File: src/rtl/char_recog_pkg.sv
`default_nettype none
// ============================================================================
// Module   : char_recog_pkg
// Purpose  : Shared types and constants for the character-recognition
//            scheduler: FSM state encoding, digit width, no-match code and
//            box-count width.
// Ports    : (package, none)
// Revision : 1.0 - initial release
// ============================================================================
package char_recog_pkg;

  // Scheduler FSM states
  typedef enum logic [2:0] {
    ST_IDLE       = 3'd0,
    ST_WAIT_FRAME = 3'd1,
    ST_SCAN       = 3'd2,
    ST_SETTLE     = 3'd3,
    ST_CAPTURE    = 3'd4,
    ST_DONE       = 3'd5
  } state_t;

  localparam int                 DIGIT_W  = 4;     // packed digit width
  localparam logic [DIGIT_W-1:0] NO_MATCH = 4'd8;  // recogniser "no digit" code
  localparam int                 CNT_W    = 4;     // box_count / index width

endpackage
`default_nettype wire

File: src/rtl/char_result_bank.sv
`default_nettype none
// ============================================================================
// Module   : char_result_bank
// Purpose  : Per-slot storage of recognised digits and miss flags, packed
//            for the downstream consumer.
// Ports    : clk_i / rst_i  - clock, asynchronous active-high reset
//            clr_i          - clear all slots (wins over write)
//            we_i, idx_i    - write enable and target slot
//            digit_i/miss_i - data written into the slot
//            digits_o       - slot i at [i*4 +: 4]
//            miss_o         - bit i = slot i had no match
// Revision : 1.0 - initial release
// ============================================================================
module char_result_bank
  import char_recog_pkg::*;
#(
  parameter int MAX_CHARS = 4
) (
  input  logic                           clk_i,
  input  logic                           rst_i,
  input  logic                           clr_i,
  input  logic                           we_i,
  input  logic [CNT_W-1:0]               idx_i,
  input  logic [DIGIT_W-1:0]             digit_i,
  input  logic                           miss_i,
  output logic [MAX_CHARS*DIGIT_W-1:0]   digits_o,
  output logic [MAX_CHARS-1:0]           miss_o
);

  for (genvar i = 0; i < MAX_CHARS; i++) begin : g_slot
    logic [DIGIT_W-1:0] digit_q;
    logic               miss_q;

    always_ff @(posedge clk_i or posedge rst_i) begin
      if (rst_i) begin
        digit_q <= '0;
        miss_q  <= 1'b0;
      end else if (clr_i) begin
        digit_q <= '0;
        miss_q  <= 1'b0;
      end else if (we_i && (idx_i == CNT_W'(i))) begin
        digit_q <= digit_i;
        miss_q  <= miss_i;
      end
    end

    assign digits_o[i*DIGIT_W +: DIGIT_W] = digit_q;
    assign miss_o[i]                      = miss_q;
  end

endmodule
`default_nettype wire

File: src/rtl/char_recog_scheduler.sv
`default_nettype none
// ============================================================================
// Module   : char_recog_scheduler
// Purpose  : Time-shares one digit recogniser across up to MAX_CHARS boxes,
//            one full video frame per box, then presents the packed digit
//            string on a valid/ready handshake.
// Ports    : pixelclk, reset       - clock, asynchronous active-high reset
//            box_load/count/left/right - box list from segmentation
//            frame_start/frame_end - frame pulses
//            char_result           - recogniser output (8 = no match)
//            roi_left/roi_right    - column window for the recogniser
//            cnt_clear             - accumulator clear pulse
//            busy                  - job in progress
//            result_valid/ready, result_digits/miss/count - packed result
// Revision : 1.0 - initial release
// ============================================================================
module char_recog_scheduler
  import char_recog_pkg::*;
#(
  parameter int MAX_CHARS  = 4,
  parameter int COORD_W    = 12,
  parameter int SETTLE_CYC = 2
) (
  input  logic                           pixelclk,
  input  logic                           reset,
  input  logic                           box_load,
  input  logic [CNT_W-1:0]               box_count,
  input  logic [MAX_CHARS*COORD_W-1:0]   box_left,
  input  logic [MAX_CHARS*COORD_W-1:0]   box_right,
  input  logic                           frame_start,
  input  logic                           frame_end,
  input  logic [7:0]                     char_result,
  output logic [COORD_W-1:0]             roi_left,
  output logic [COORD_W-1:0]             roi_right,
  output logic                           cnt_clear,
  output logic                           busy,
  output logic                           result_valid,
  input  logic                           result_ready,
  output logic [MAX_CHARS*DIGIT_W-1:0]   result_digits,
  output logic [MAX_CHARS-1:0]           result_miss,
  output logic [CNT_W-1:0]               result_count
);

  localparam int SET_W = $clog2(SETTLE_CYC + 1);

  state_t                         state_q, state_d;
  logic [CNT_W-1:0]               idx_q, idx_d;
  logic [CNT_W-1:0]               count_q, count_d;
  logic [MAX_CHARS*COORD_W-1:0]   left_q, left_d;
  logic [MAX_CHARS*COORD_W-1:0]   right_q, right_d;
  logic [COORD_W-1:0]             roi_left_q, roi_left_d;
  logic [COORD_W-1:0]             roi_right_q, roi_right_d;
  logic                           cnt_clear_q, cnt_clear_d;
  logic [SET_W-1:0]               settle_q, settle_d;

  logic                           bank_we, bank_clr;
  logic [CNT_W-1:0]               idx_next;
  logic                           cap_miss;
  logic [DIGIT_W-1:0]             cap_digit;

  assign idx_next  = idx_q + 1'b1;
  // Anything 8 or above is a no-match; it is normalised to the 8 code.
  assign cap_miss  = (char_result >= 8'd8);
  assign cap_digit = cap_miss ? NO_MATCH : char_result[DIGIT_W-1:0];

  always_comb begin
    state_d     = state_q;
    idx_d       = idx_q;
    count_d     = count_q;
    left_d      = left_q;
    right_d     = right_q;
    roi_left_d  = roi_left_q;
    roi_right_d = roi_right_q;
    settle_d    = settle_q;
    cnt_clear_d = 1'b0;
    bank_we     = 1'b0;
    bank_clr    = 1'b0;

    case (state_q)
      ST_IDLE: begin
        if (box_load && (box_count != '0)) begin
          left_d      = box_left;
          right_d     = box_right;
          count_d     = (box_count > CNT_W'(MAX_CHARS)) ? CNT_W'(MAX_CHARS) : box_count;
          idx_d       = '0;
          // Window comes straight from the inputs so it is valid next cycle.
          roi_left_d  = box_left[COORD_W-1:0];
          roi_right_d = box_right[COORD_W-1:0];
          state_d     = ST_WAIT_FRAME;
        end
      end
      ST_WAIT_FRAME: begin
        if (frame_start) begin
          cnt_clear_d = 1'b1;
          state_d     = ST_SCAN;
        end
      end
      ST_SCAN: begin
        if (frame_end) begin
          settle_d = '0;
          state_d  = ST_SETTLE;
        end else if (frame_start) begin
          // Missed frame end: restart accumulation on this same box.
          cnt_clear_d = 1'b1;
        end
      end
      ST_SETTLE: begin
        if (settle_q == SET_W'(SETTLE_CYC - 1)) begin
          state_d = ST_CAPTURE;
        end else begin
          settle_d = settle_q + 1'b1;
        end
      end
      ST_CAPTURE: begin
        bank_we = 1'b1;
        idx_d   = idx_next;
        if (idx_next == count_q) begin
          state_d = ST_DONE;
        end else begin
          for (int i = 0; i < MAX_CHARS; i++) begin
            if (idx_next == CNT_W'(i)) begin
              roi_left_d  = left_q[i*COORD_W +: COORD_W];
              roi_right_d = right_q[i*COORD_W +: COORD_W];
            end
          end
          state_d = ST_WAIT_FRAME;
        end
      end
      ST_DONE: begin
        if (result_ready) begin
          bank_clr = 1'b1;
          count_d  = '0;
          idx_d    = '0;
          state_d  = ST_IDLE;
        end
      end
      default: state_d = ST_IDLE;
    endcase
  end

  always_ff @(posedge pixelclk or posedge reset) begin
    if (reset) begin
      state_q     <= ST_IDLE;
      idx_q       <= '0;
      count_q     <= '0;
      left_q      <= '0;
      right_q     <= '0;
      roi_left_q  <= '0;
      roi_right_q <= '0;
      cnt_clear_q <= 1'b0;
      settle_q    <= '0;
    end else begin
      state_q     <= state_d;
      idx_q       <= idx_d;
      count_q     <= count_d;
      left_q      <= left_d;
      right_q     <= right_d;
      roi_left_q  <= roi_left_d;
      roi_right_q <= roi_right_d;
      cnt_clear_q <= cnt_clear_d;
      settle_q    <= settle_d;
    end
  end

  char_result_bank #(
    .MAX_CHARS (MAX_CHARS)
  ) u_bank (
    .clk_i    (pixelclk),
    .rst_i    (reset),
    .clr_i    (bank_clr),
    .we_i     (bank_we),
    .idx_i    (idx_q),
    .digit_i  (cap_digit),
    .miss_i   (cap_miss),
    .digits_o (result_digits),
    .miss_o   (result_miss)
  );

  assign roi_left     = roi_left_q;
  assign roi_right    = roi_right_q;
  assign cnt_clear    = cnt_clear_q;
  assign busy         = (state_q != ST_IDLE);
  assign result_valid = (state_q == ST_DONE);
  assign result_count = count_q;

endmodule
`default_nettype wire

File: config.mk
export PLATFORM = sky130hd
export DESIGN_NAME = char_recog_scheduler
export DESIGN_NICKNAME = d
export VERILOG_FILES = /design/src/rtl/char_recog_pkg.sv /design/src/rtl/char_result_bank.sv /design/src/rtl/char_recog_scheduler.sv
export SDC_FILE = /design/constraint.sdc
export NUM_CORES = 1
export LEC_CHECK = 0
export ABC_AREA = 0
export BUFFER_PORTS_ARGS = -buffer_cell sky130_fd_sc_hd__buf_2
export CAP_MARGIN = 20
export CELL_PAD_IN_SITES_DETAIL_PLACEMENT = 1
export CELL_PAD_IN_SITES_GLOBAL_PLACEMENT = 1
export CORE_ASPECT_RATIO = 1.1
export CORE_MARGIN = 2
export CORE_UTILIZATION = 39
export CTS_CLUSTER_DIAMETER = 100
export DETAILED_ROUTE_END_ITERATION = 8
export GPL_ROUTABILITY_DRIVEN = 0
export GPL_TIMING_DRIVEN = 0
export PLACE_DENSITY = 0.77
export SLEW_MARGIN = 30
export SYNTH_ARGS = -nofsm -noshare
export SYNTH_HDL_FRONTEND = slang
export SYNTH_SLANG_ARGS = --single-unit
File: constraint.sdc
create_clock -name pixelclk -period 4.85 [get_ports pixelclk]
set_input_delay 0.2425 -clock pixelclk [delete_from_list [all_inputs] [get_ports pixelclk]]
set_output_delay 0.2425 -clock pixelclk [all_outputs]
set_load 0.02 [all_outputs]
After elaboration in Yosys (flattened, before gate mapping)
Index checks and enable logic that the tools add are counted.
- reduce and logical (&&, ||, !) cells: 24
- $lt $le $gt $ge: 2
- $add $sub $neg: 2
- multiplexer cells: 53
- equal/unequal tests: 21
- operators with widths (operator ; number):
    12-bit two-way mux ; 12
    4-bit two-way mux ; 13
    12-bit one-hot mux with 2 select lines ; 2
    3-bit two-way mux ; 6
    3-bit one-hot mux with 6 select lines ; 1
    4-bit by 2-bit == test with 1-bit output, second input constant ; 4
    2-bit nonzero test ; 7
    1-bit two-way mux ; 13
    2-bit inequality test, second input constant ; 6
    4-bit one-hot mux with 3 select lines ; 1
    3-bit AND reduction ; 3
    4-bit by 1-bit == test with 1-bit output, second input constant ; 2
    8-bit by 4-bit >= comparator with 1-bit output, second input constant ; 1
    4-bit logical NOT ; 2
    4-bit one-hot mux with 2 select lines ; 1
    3-bit by 2-bit == test with 1-bit output, second input constant ; 2
    3-bit == test, second input constant ; 2
    3-bit nonzero test ; 2
    1-bit logical AND ; 5
    5-bit inequality test, second input constant ; 1
    5-bit AND reduction ; 1
    4-bit by 1-bit adder with 4-bit output, second input constant ; 1
    4-bit == test ; 1
    4-bit by 3-bit greater-than comparator with 1-bit output, second input constant ; 1
    11 further kinds ; 12
- input bits: 114
- output and inout port bits: 51
- flip-flop bits (word level): 154

Logic depth before layout (Yosys ltp)
Gate-level depths: netlist (run 1).
- word-level depth: 8
- gate-level depth with buffers: 10
- gate-level depth less buffers: 8

Modules after synthesis
From an unflattened synthesis (run 1), not the netlist that was laid out.
- cell total of the unflattened synthesis: 785
- area, all modules: 7224.4 um2
- by module, submodules not included (module ; area an instance (um2) ; seq. area each (um2) ; cells each ; instances):
    char_recog_scheduler ; 6246.0 ; 3353.2 ; 704 ; 1
    char_result_bank ; 978.4 ; 500.5 ; 81 ; 1

Least setup slack after synthesis (run 1)
OpenSTA, ideal clock, no wires.
- path kind: reg-to-reg
- from: reg idx_q[0]
- to: reg roi_right_q[0] (netlist: roi_right[0])
- data arrival time: 2.266 ns
- required time: 4.725 ns
- stages on the path, launching flop included: 10
- path slack: 2.459 ns
- setup time: 0.125 ns
- period minus slack after synthesis: 2.391 ns
- path buffers: 2
- cells stage by stage: dfrtp_1 -> ha_1 -> buf_2 -> or4b_1 -> clkbuf_1 -> o311ai_0 -> nand3_1 -> o221ai_1 -> a21oi_1 -> mux2_4
- word-level cells in the longest chain between the ends: 7
- elaborated cells on any way between the ends: 14
- those cells by class: add/sub: 1; eq/ne: 6; mux: 5; reduce/logical: 2
- ends and longest elaborated chain (element ; RTL line ; source):
    from (decl) ; char_recog_scheduler.sv:47 ; logic [CNT_W-1:0] idx_q, idx_d;
    from (signal assigned) ; char_recog_scheduler.sv:154 ; idx_q <= idx_d;
    4-bit by 1-bit adder with 4-bit output * ; char_recog_scheduler.sv:61 ; assign idx_next = idx_q + 1'b1;
    4-bit by 1-bit == test with 1-bit output ; char_recog_scheduler.sv:121 ; if (idx_next == CNT_W'(i)) begin
    12-bit two-way mux (3 in a row) ; char_recog_scheduler.sv:121 ;
    12-bit two-way mux ; char_recog_scheduler.sv:117 ; if (idx_next == count_q) begin
    12-bit one-hot mux with 2 select lines ; char_recog_scheduler.sv:79 ; case (state_q)
    to (signal assigned) ; char_recog_scheduler.sv:159 ; roi_right_q <= roi_right_d;
    to (decl) ; char_recog_scheduler.sv:52 ; logic [COORD_W-1:0] roi_right_q, roi_right_d;
Every way passes the cells marked *; elsewhere a longest branch is shown, timed or not. The select of a mux whose other input is x is not followed.
A chain may end at the register's enable or synchronous reset.

Final worst setup path (run 1)
- from: reg idx_q[0]
- to: reg roi_right_q[5] (netlist: roi_right[5])
The elaborated chain is that of the path after synthesis.

==> reports/metrics.csv, run 1 <==
metric,value,unit
ys_ff_latch,154,
post_cts_buffers,0,
syn_area_per_cell,8.764,sq um
final_area,9559,sq um
max_cap_viol_count,0,
fin_tns_setup,0,ps
yosys_warnings,0,
viasPerCell,5.159,
die-area,20410,sq um
io_buffers,164,
tightest_slew,910.0,ps
syn_area,7520,sq um
crit_path_end_kind,register,
die_x,136.4,um
swShare,0.4124,
fin_crit_sh,0.6501,
crit_path_start,idx_q[0],
period_minus_slack,3153,ps
drt_iter0_markers,309,
finalSetupViolCount,0,
power.share.combinational,0.440,
grt_first_pass_wirelength,37.75,mm
finalHoldViolCount,0,
start_util,0.3951,
drc,0,
switchingPower,2.567,mW
clk_pin_slew,70,ps
cts.path.max_buffers,2,
track_usage,0.2422,
ir_drop,0.3088,mV
grt_pass1_vias,7364,
worstHoldStart,box_right[43],
path_class,register to register,
area_growth,27.12,%
fmax,317.2,MHz
die_h,149.6,um
rsz0062_at_grt,false,
power_frac_clock,0.209,
status,"finished, final reports clean",
synth_edf_count,0,
maxSlewHeadroom,0.3887,
holdCritPathClass,input port to register,
slew_violations,0,
overflow,0,
power_density,651.2,nW/um^2
wl_per_cell,17.74,um
ys_types,45,
startpoint_type,register,
cts_sinks,154,
wirelength,23.61,mm
cts_tree,built,
leakage,4.937,nW
io_pins,165,
layout_commonest_cell,nand2_1,
cts-root-buf,clkbuf_16,
core_area,19030,sq um
numCtsBuffers,17,
critPathRequiredTime,5170,ps
worstPathMaxFanout,10,
ys.flop_type,dfrtp_1,
n_antenna_cell,0,
nets,1191,
drt-pass1-iter-count,5,
placed_area,8712,sq um
critPathArrivalTime,3470,ps
seqPwrFrac,0.351,
drive_gt1_frac,0.2463,
ant_nets,0,
reg2reg_from,idx_q[0],
syn_inst,858,
finClkSkew,6.658,ps
layout_common_cells,"nand2_1 (347), buf_2 (174), dfrtp_1 (154), a21oi_1 (52), clkbuf_1 (43)",
final_core_util,0.5023,
cts_htree_levels,4,
p_int,3.658,mW
dr_total_vias,6866,
fp-row-count,53,
dp_hpwl,17.17,mm
synth_nets,978,
grt_max_degree,58,
seq_area_frac_synth,0.5125,
clkLatencyLatePin,430,ps
async_flop_share,1.000,
antenna_found_initial,0,
-- area by class of cell --
| cell class | instances | area (sq um) |
|---|---|---|
| multi-input cells | 634 | 3349 |
| fillers | 2325 | 9473 |
| well taps | 247 | 309.0 |
| flip-flops and latches | 154 | 3854 |
| plain buffers | 63 | 290.3 |
| clock buffers | 17 | 425.4 |
| inverters | 7 | 33.78 |
| clock inverters | 15 | 141.4 |
| repair buffers | 194 | 1156 |
-- critical path, stage by stage, from the launching register on --
cell and delay [ps]:
dfrtp_1 490, inv_1 130, ha_1 150, clkbuf_1 410, clkbuf_1 590, o21ai_0 360, clkbuf_1 330, o221ai_1 190
a21oi_1 110, mux2_4 270
-- kinds of logic after synthesis --
group,after synthesis,synth area share
AO/OA/AOI/OAI,156,0.1333
XOR/XNOR,7,0.008153
adder cells (fa/ha/maj),6,0.009983
buffers and inverters,70,0.04210
flip-flops,154,0.5125
multiplexers,39,0.06805
AND/OR/NAND/NOR,426,0.2260
-- registers in the layout (all words and copies together), names as in the netlist, 3 cells and up --
name,cells
u_bank.g_slot.digit_q,16
idx_q,4
result_count,4
roi_left,12
left_q,48
state_q,3
right_q,48
u_bank.g_slot.miss_q,4
roi_right,12
-- cell usage after synthesis, drive strengths merged, types with 12 or more instances --
library cell,instances,area share
a211oi,12,0.012
a21oi,53,0.037
buf,20,0.017
clkbuf,43,0.021
dfrtp,154,0.51
mux2,37,0.065
nand2,347,0.17
nand3,33,0.022
nor2,25,0.012
o21ai,45,0.030
o221ai,12,0.014
o311ai,12,0.014
-- path summary, 6_finish.rpt --
kind	depth (start not counted)	slack (ps)	to
hold / removal	3	9	right_q[43]
min in group asynchronous	3	370	settle_q[0]
hold reg to reg	2	470	left_q[37]
setup / recovery	9	1700	roi_right[5]
setup reg to reg	9	1700	roi_right[5]
max in group asynchronous	4	3860	right_q[33]
-- repair_timing --
item                      4_1_cts  5_1_grt
hold endpoints to repair       73        0
resized for setup               0        0
hold buffers                   28        0
-- routing by layer --
layer | vias to the layer above | track usage | share of wire | wire length [um]
met5 | - | 0 | 0 | 0
met4 | 0 | 0.08646 | 0.025 | 596
met3 | 38 | 0.03794 | 0.033 | 770
met2 | 153 | 0.4224 | 0.50 | 11790
met1 | 3372 | 0.3036 | 0.44 | 10460
li1 | 3303 | - | - | -
-- power by group through the flow --
stage	registers, mW	clock network, mW	logic, mW
after floorplan	2.25	0	1.78
final	2.18	1.30	2.74
after detailed placement	2.19	0	2.71
after CTS	2.19	1.32	2.75
after global placement	2.18	0	2.63
after global routing	2.24	1.37	3.04
-- per-stage QoR --
step           instances  hold slack, ps  worst slack (ps)  total power [mW]
2_1_floorplan        858           347.9             457.7             4.035
3_3_place_gp        1269           437.4             -1539             4.817
3_5_place_dp        1271           278.5              1728             4.904
4_1_cts             1331           1.810              1684             6.260
5_1_grt             1331           11.41              1449             6.653
6_report            1331           8.757              1697             6.225
No activity file was read; power rests on OpenSTA's default activity.
==> run 2, diff against run 1 <==
==> constraint.sdc (replaced) <==
create_clock -name pixelclk -period 3.2 [get_ports pixelclk]
set_input_delay 0.16 -clock pixelclk [delete_from_list [all_inputs] [get_ports pixelclk]]
set_output_delay 0.16 -clock pixelclk [all_outputs]
set_load 0.02 [all_outputs]
==> reports/metrics.csv, run 2 (synthesized netlist as in run 1, its figures left out) <==
metric,value,unit,change
core_area,19030,sq um,unchanged
cts_htree_levels,4,,unchanged
ir_drop,0.5141,mV,+66%
cts_sinks,154,,unchanged
nets,1264,,+6.1%
die-area,20410,sq um,unchanged
finClkSkew,12.57,ps,+5.908 ps
fmax,333.2,MHz,+5.0%
tightest_slew,949.0,ps,+38.96 ps
cts-root-buf,clkbuf_16,,
cts_tree,built,,
dp_hpwl,17.67,mm,+2.9%
cts.path.max_buffers,2,,unchanged
clkLatencyLatePin,440,ps,about the same
die_h,149.6,um,unchanged
grt_pass1_vias,8173,,+11%
multi_input_comb_area,3352,sq um,about the same
finalHoldViolCount,0,,unchanged
worstPathMaxFanout,10,,unchanged
wl_per_cell,19.68,um,+11%
maxSlewHeadroom,0.3625,,-0.02617
drt_iter0_markers,345,,+12%
drive_gt1_frac,0.2360,,-0.01035
finalSetupViolCount,0,,unchanged
finalPower,9.812,mW,+58%
layout_commonest_cell,nand2_1,,
die_x,136.4,um,unchanged
area_growth,37.67,%,
numCtsBuffers,17,,unchanged
placed_area,8753,sq um,+0.47%
final_core_util,0.5439,,+0.04168
drc,0,,unchanged
antenna_found_initial,1,,+1
fin_tns_setup,0,ps,unchanged
ant_nets,0,,unchanged
holdCritPathClass,input port to register,,
critPathArrivalTime,3330,ps,-140 ps
max_cap_viol_count,0,,unchanged
crit_path_end_kind,register,,
viasPerCell,5.294,,+2.6%
top_regs,"left_q (48), right_q (48), u_bank.g_slot.digit_q (16)",,
critPathRequiredTime,3520,ps,-1650 ps
io_pins,165,,unchanged
fill_cells,2270,,-2.4%
path_class,register to register,,
start_util,0.3951,,unchanged
final_area,10350,sq um,+8.3%
leakage,5.286,nW,+7.1%
power_density,947.8,nW/um^2,+46%
drt-pass1-iter-count,4,,-1
grt_max_degree,29,,-50%
track_usage,0.2782,,+0.03591
rsz0062_at_grt,false,,
wirelength,27.64,mm,+17%
status,"finished, final reports clean",,
period_minus_slack,3002,ps,-151.3 ps
dr_total_vias,7438,,+8.3%
fp-row-count,53,,unchanged
io_buffers,164,,unchanged
fin_crit_sh,0.9380,,+0.2879
layout_common_cells,"nand2_1 (347), buf_2 (174), dfrtp_1 (154), dlygate4sd3_1 (99), a21oi_1 (52)",,
overflow,0,,unchanged
clk_pin_slew,70,ps,about the same
regArea,3854,sq um,unchanged
grt_first_pass_wirelength,43.07,mm,+14%
worst_hold_slack,45.48,ps,+36.72 ps
slew_violations,0,,unchanged
startpoint_type,register,,
run 2: cell types whose count changed in the layout (fill, tap and decap cells not counted), moves of 2 or more:
| cell | before | now |
|---|---|---|
| buf_12 | 0 | 5 |
| buf_16 | 2 | 0 |
| clkbuf_1 | 43 | 40 |
| clkbuf_2 | 0 | 2 |
| clkinvlp_4 | 5 | 2 |
| dlygate4sd3_1 | 28 | 99 |
| inv_8 | 2 | 4 |
run 2: stage by stage:
step	worst slack, ps	cells
4_1_cts	216.5	1405
6_report	198.5	1405
2_1_floorplan	808.7	858
5_1_grt	33.51	1405
3_3_place_gp	-15.33	1269
3_5_place_dp	-9.032	1274
run 2: timing repair:
action | in CTS | in global routing
hold buffers | 99 | 0
setup endpoints to repair | 8 | 9
endpoints found under the hold margin | 122 | 0
resized for setup | 1 | 3
setup buffers | 0 | 0
run 2: final timing paths:
kind	startpoint	end	slack (ps)	cells past startpoint
worst max-delay path	idx_q[0]	roi_left[1]	200	9
worst min register to register	left_q[42]	left_q[42]	470	2
worst min-delay path	box_count[0]	result_count[0]	50	3
max in group asynchronous	reset	left_q[38]	2070	5
worst max register to register	idx_q[0]	roi_left[1]	200	9
min in group asynchronous	reset	right_q[47]	350	3
run 2: layer usage:
layer,track usage,vias up,routed length [um]
met5,0,-,0
met3,0.05183,74,1074
met1,0.3248,3680,11160
li1,-,3459,-
met4,0.1224,0,1069
met2,0.4950,225,14340
run 2: worst max-delay path, cell delays in order, from the launching register on:
cell and delay [ps]:
dfrtp_1 540, ha_1 220, buf_2 230, or3_1 150, clkbuf_1 420, clkbuf_1 450
a21oi_1 210, a211oi_1 230, o21ai_0 160, mux2_4 280
run 2: where the power goes:
group | internal [mW] | total [mW] | switching, mW
Combinational | 1.74 | 4.33 | 2.59
Clock | 1.18 | 2.12 | 0.941
Sequential | 2.79 | 3.35 | 0.567
run 2: cell type report:
class / count / share of cell area
Clock inverter: 15 / 0.01728
Timing Repair Buffer: 268 / 0.1847
Tap cell: 247 / 0.02985
Buffer: 62 / 0.02792
Sequential cell: 154 / 0.3723
Clock buffer: 17 / 0.04109
Multi-Input combinational cell: 634 / 0.3238
Inverter: 7 / 0.002901
Antenna cell: 1 / 0.0002417
